==> config.mk <==
export PLATFORM = sky130hd
export DESIGN_NAME = hsv_core_mem_arbiter
export DESIGN_NICKNAME = d
export VERILOG_FILES = /design/src/rtl/hsv_core_mem_arbiter.sv
export SDC_FILE = /design/constraint.sdc
export NUM_CORES = 1
export LEC_CHECK = 0
export BUFFER_PORTS_ARGS = -buffer_cell sky130_fd_sc_hd__buf_2
export CORE_ASPECT_RATIO = 0.9
export CORE_UTILIZATION = 46
export DETAILED_ROUTE_END_ITERATION = 10
export GPL_TIMING_DRIVEN = 0
export PLACE_DENSITY = 0.76
export SKIP_CTS_REPAIR_TIMING = 1
export SLEW_MARGIN = 5
export SYNTH_ARGS = -nofsm -noshare
export SYNTH_HDL_FRONTEND = slang
export SYNTH_SLANG_ARGS = --single-unit
==> constraint.sdc <==
create_clock -name clk_core -period 2.4 [get_ports clk_core]
set_clock_uncertainty 0.15 [all_clocks]
set_input_delay 0.36 -clock clk_core [delete_from_list [all_inputs] [get_ports clk_core]]
set_output_delay 0.36 -clock clk_core [all_outputs]
set_load 0.1 [all_outputs]
==> src/rtl/hsv_core_mem_arbiter.sv <==
// Two-requester round-robin arbiter for the core data-memory port, with a
// registered request stage and an in-order routing FIFO for responses.
module hsv_core_mem_arbiter #(
    parameter int MaxOutstanding = 4,
    parameter int AddrWidth      = 32
) (
    input  logic                      clk_core,
    input  logic                      rst_core_n,
    input  logic [1:0]                req_valid,
    output logic [1:0]                req_ready,
    input  logic [1:0][AddrWidth-1:0] req_address,
    input  logic [1:0]                req_write,
    input  logic [1:0][31:0]          req_write_data,
    input  logic [1:0][3:0]           req_write_strobe,
    output logic                      dmem_valid,
    input  logic                      dmem_ready,
    output logic [AddrWidth-1:0]      dmem_address,
    output logic                      dmem_write,
    output logic [31:0]               dmem_write_data,
    output logic [3:0]                dmem_write_strobe,
    input  logic                      dmem_rsp_valid,
    input  logic [31:0]               dmem_rsp_data,
    input  logic                      dmem_rsp_error,
    output logic [1:0]                rsp_valid,
    output logic [31:0]               rsp_data,
    output logic                      rsp_error,
    output logic                      protocol_error
);

    localparam int PtrW = (MaxOutstanding > 1) ? $clog2(MaxOutstanding) : 1;
    localparam int CntW = PtrW + 1;

    logic [CntW-1:0] count;
    logic [PtrW-1:0] wr_ptr;
    logic [PtrW-1:0] rd_ptr;
    logic            fifo_id [MaxOutstanding];
    logic            rr_last;

    logic slot_free;
    logic can_grant;
    logic grant;
    logic grant_id;
    logic pop;
    logic head_id;

    // count is the start-of-cycle value, so a response arriving this cycle
    // cannot open a slot in a full FIFO until the next cycle.
    assign slot_free = ~dmem_valid | dmem_ready;
    assign can_grant = slot_free & (count < CntW'(MaxOutstanding));

    // NOTE: every output of this block gets a default first so no latch is inferred.
    always_comb begin
        req_ready = 2'b00;
        if (can_grant) begin
            if (req_valid == 2'b11) begin
                req_ready[~rr_last] = 1'b1;
            end else if (req_valid[0]) begin
                req_ready[0] = 1'b1;
            end else if (req_valid[1]) begin
                req_ready[1] = 1'b1;
            end
        end
    end

    assign grant    = |(req_valid & req_ready);
    assign grant_id = req_ready[1];
    assign pop      = dmem_rsp_valid & (count != '0);
    assign head_id  = fifo_id[rd_ptr];

    // NOTE: sequential state uses non-blocking assignments so all registers
    // update together from the pre-edge values.
    always_ff @(posedge clk_core or negedge rst_core_n) begin
        if (!rst_core_n) begin
            dmem_valid        <= 1'b0;
            dmem_address      <= '0;
            dmem_write        <= 1'b0;
            dmem_write_data   <= '0;
            dmem_write_strobe <= '0;
            rr_last           <= 1'b1;
        end else if (grant) begin
            dmem_valid        <= 1'b1;
            dmem_address      <= req_address[grant_id];
            dmem_write        <= req_write[grant_id];
            dmem_write_data   <= req_write_data[grant_id];
            dmem_write_strobe <= req_write_strobe[grant_id];
            rr_last           <= grant_id;
        end else if (dmem_ready) begin
            dmem_valid <= 1'b0;
        end
    end

    always_ff @(posedge clk_core or negedge rst_core_n) begin
        if (!rst_core_n) begin
            count  <= '0;
            wr_ptr <= '0;
            rd_ptr <= '0;
        end else begin
            if (grant) begin
                wr_ptr <= wr_ptr + PtrW'(1);
            end
            if (pop) begin
                rd_ptr <= rd_ptr + PtrW'(1);
            end
            unique case ({grant, pop})
                2'b10:   count <= count + CntW'(1);
                2'b01:   count <= count - CntW'(1);
                default: count <= count;
            endcase
        end
    end

    // NOTE: the id storage carries no reset; only the pointers and count
    // decide which entries are live.
    always_ff @(posedge clk_core) begin
        if (grant) begin
            fifo_id[wr_ptr] <= grant_id;
        end
    end

    always_ff @(posedge clk_core or negedge rst_core_n) begin
        if (!rst_core_n) begin
            rsp_valid      <= 2'b00;
            rsp_data       <= '0;
            rsp_error      <= 1'b0;
            protocol_error <= 1'b0;
        end else begin
            rsp_valid <= pop ? (head_id ? 2'b10 : 2'b01) : 2'b00;
            rsp_data  <= dmem_rsp_data;
            rsp_error <= dmem_rsp_error;
            if (dmem_rsp_valid && count == '0) begin
                protocol_error <= 1'b1;
            end
        end
    end

endmodule
==> results.cfg <==
[run_status]
run_status = finished, final reports clean

[pwr]
p_per_area_mw_per_mm2 = 1710
vdd_drop_max_v = 0.00134
p_leak_nw = 3.72
power_mw = 14.5

[yosys]
netlist_area_sq_mm = 0.00581
ys_seq_elements = 118
yosysWarnings = 0
yosysSeqAreaShare_pct = 51.2
netlist_instances = 517
syn-num-nets = 700
avgSynthCellArea_sq_um = 11.2
ys_types = 32

[setup_path]
timing.critical_path.buf_inv = 3
worstSetupEndpointType = output pin
critical_path.max_fanout = 19
cp.required_ns = 1.89
cpMaxStageDelayCell = dfrtp_4
cp_top_family = buffers and inverters
crit_arrival_ns = 1.83
slowest_delay_ns = 0.48
worstSetupPathType = register to output pin
start_kind = register
crit_chain = nor2b_4, buf_6, buf_6, nor2_4, and3_4, buf_12
crit_top_cell = buf_6

[timing]
period_share_pct = 97.7
hold_slack_ns = 0.0652
max_slew.worst_pin.slew_ns = 0.540
drv_slew = 0
fmax_mhz = 427
setup_viol = 0
finalHoldViolCount = 0
min_period_ns = 2.34
slew_headroom_pct = 64.2

[clock_tree]
cts_tree = yes
cts_buffers = 17
clkSinkCount = 118
clk_pin_slew_worst_paths_ns = 0.06
clk_path_buf_depth = 2
clock_latency_ns = 0.41
cts_root_buf = clkbuf_16
htree_levels = 4

[route]
drt-wirelength-per-cell_um = 20.9
dr.pass1.iters = 7
ant_nets = 0
drtIter0Drc = 563
drt-total-wl_um = 21600
viasPerCell = 6.03
drc_errors = 0
vias = 6213

[place]
dp_hpwl_um = 14700
port_buffers = 284
place_congestion = 0.921
placed_cells = 962

[die]
io_pins = 285
coreArea_sq_mm = 0.0122
dieArea_sq_mm = 0.0131
placementRows = 38
initial_utilization_pct = 47.7
fp.dieH_um = 109
die_width_um = 120

[grt]
grt_max_degree = 82
overflow = 0
first_global_vias = 5801
antenna_found_initial = 3
grt_first_pass_wirelength_um = 30400
track_usage_pct = 31.2

[finish]
multiInputGateArea_sq_mm = 0.00244
area_growth_pct = 46.1
fin_nets = 1039
stdcell_count = 1031
seq_area_sq_mm = 0.00298
drive_above_1_share_pct = 40.6
fillCellCount = 924

[job]
cap_violations = 0

[worst_hold_path]
hp-class = input pin to register
## final cells by class
| class | instances | area share [%] |
|---|---|---|
| diodes | 3 | 0.0885 |
| clock inverters | 8 | 0.870 |
| clock buffers | 23 | 5.65 |
| multi-input cells | 314 | 28.8 |
| flip-flops and latches | 118 | 35.1 |
| repair buffers | 324 | 22.0 |
| well taps | 160 | 2.36 |
| inverters | 8 | 0.413 |
| plain buffers | 73 | 4.75 |
## state kept, by name, summed over array words and instances (netlist names)
name	flops
count	3
dmem_address	32
dmem_valid	1
dmem_write	1
dmem_write_data	32
dmem_write_strobe	4
fifo_id	4
protocol_error	1
rd_ptr	2
rr_last	1
rsp_data	32
rsp_error	1
rsp_valid	2
wr_ptr	2
## metrics by stage
| step | util (%) | setup TNS (ns) | instance area (sq um) | worst slack [ns] |
|---|---|---|---|---|
| floorplan | - | -0.345 | 5860 | -0.0746 |
| global placement | 61.5 | -50.23 | 7490 | -0.801 |
| detailed placement | 61.8 | -0.420 | 7520 | -0.176 |
| CTS | 66.3 | -1.02 | 8070 | -0.623 |
| global route | 69.7 | -0.0139 | 8480 | -0.0139 |
| finish | 69.7 | 0 | 8480 | 0.0555 |
## worst min-delay path, cell delays in order
cell	delay (ns)
buf_2	0.09
o31ai_1	0.05
a31oi_1	0.08
## worst paths after layout
check / startpoint / slack [ns] / cells past startpoint / to
setup reg to reg: dmem_valid$_DFFE_PN0P_ / 0.12 / 12 / count[2]$_DFFE_PN0P_
max in group asynchronous: rst_core_n / 1.13 / 3 / dmem_address[11]$_DFFE_PN0P_
setup / recovery: dmem_valid$_DFFE_PN0P_ / 0.06 / 6 / req_ready[0]
hold / removal: req_write_data[7] / 0.07 / 3 / dmem_write_data[7]$_DFFE_PN0P_
hold reg to reg: rd_ptr[1]$_DFFE_PN0P_ / 0.34 / 1 / rd_ptr[1]$_DFFE_PN0P_
min in group asynchronous: rst_core_n / 0.25 / 2 / dmem_write_data[5]$_DFFE_PN0P_
## power breakdown
part | leakage, nW | total, mW | internal [mW] | switching, mW
logic | 2.13 | 8.84 | 1.77 | 7.07
registers | 1.33 | 3.24 | 2.76 | 0.475
clock network | 0.268 | 2.39 | 1.50 | 0.893
## per-layer routing
| metal | wire length, um | up-vias | GRT usage (%) |
|---|---|---|---|
| li1 | - | 2769 | - |
| met1 | 8410 | 2989 | 38.2 |
| met2 | 10500 | 404 | 51.6 |
| met3 | 1990 | 51 | 7.96 |
| met4 | 723 | 0 | 14.9 |
| met5 | 0 | - | 0 |
## cell families (layout without fill, tap and decap cells)
kind of cell | Yosys count | count (layout) | synth area share [%]
compound gates | 210 | 210 | 24.2
flops | 118 | 118 | 51.2
simple gates | 89 | 89 | 14.1
buf+inv | 85 | 436 | 7.37
fa+ha+maj | 6 | 6 | 1.42
xor+xnor | 6 | 6 | 0.905
mux | 3 | 3 | 0.754
other cells | 0 | 3 | 0
## cells in the mapped netlist
master | instances | area share (%)
o31ai_1 | 70 | 9.1
edfxtp_1 | 4 | 2.1
or2_1 | 1 | 0.11
and2_1 | 5 | 0.54
and2_4 | 1 | 0.15
mux2_1 | 1 | 0.19
ha_1 | 5 | 1.1
buf_2 | 9 | 0.78
nand2b_1 | 2 | 0.22
a2bb2oi_1 | 1 | 0.15
clkbuf_1 | 48 | 3.1
inv_1 | 6 | 0.39
nor2b_4 | 1 | 0.24
xnor2_1 | 5 | 0.75
nor3_1 | 1 | 0.086
dfstp_2 | 1 | 0.45
dfrtp_1 | 113 | 49
a31oi_1 | 138 | 15
nor2_1 | 4 | 0.26
nand2_1 | 2 | 0.13
nand2b_4 | 1 | 0.24
fa_1 | 1 | 0.34
inv_2 | 2 | 0.13
xor2_1 | 1 | 0.15
buf_6 | 12 | 2.3
or4b_1 | 69 | 12
buf_4 | 2 | 0.26
buf_1 | 6 | 0.39
mux2i_1 | 1 | 0.17
a41o_1 | 1 | 0.17
and3_1 | 2 | 0.22
mux4_2 | 1 | 0.39
## cell usage in the layout, fill, tap and decap left out, types with 2 or more instances in the layout
| master | instances |
|---|---|
| nor2_1 | 3 |
| dfrtp_1 | 111 |
| clkbuf_1 | 50 |
| inv_1 | 6 |
| buf_4 | 7 |
| and2_1 | 5 |
| clkinvlp_4 | 2 |
| buf_6 | 15 |
| a31oi_1 | 138 |
| nand2b_1 | 2 |
| dlygate4sd3_1 | 34 |
| buf_12 | 2 |
| xnor2_1 | 5 |
| buf_1 | 6 |
| diode_2 | 3 |
| o31ai_1 | 70 |
| inv_4 | 2 |
| ha_1 | 4 |
| nand2_1 | 2 |
| buf_2 | 285 |
| edfxtp_1 | 4 |
| or4b_1 | 69 |
| clkbuf_16 | 18 |
| clkinv_2 | 4 |
(Power assumes the default switching activity.)
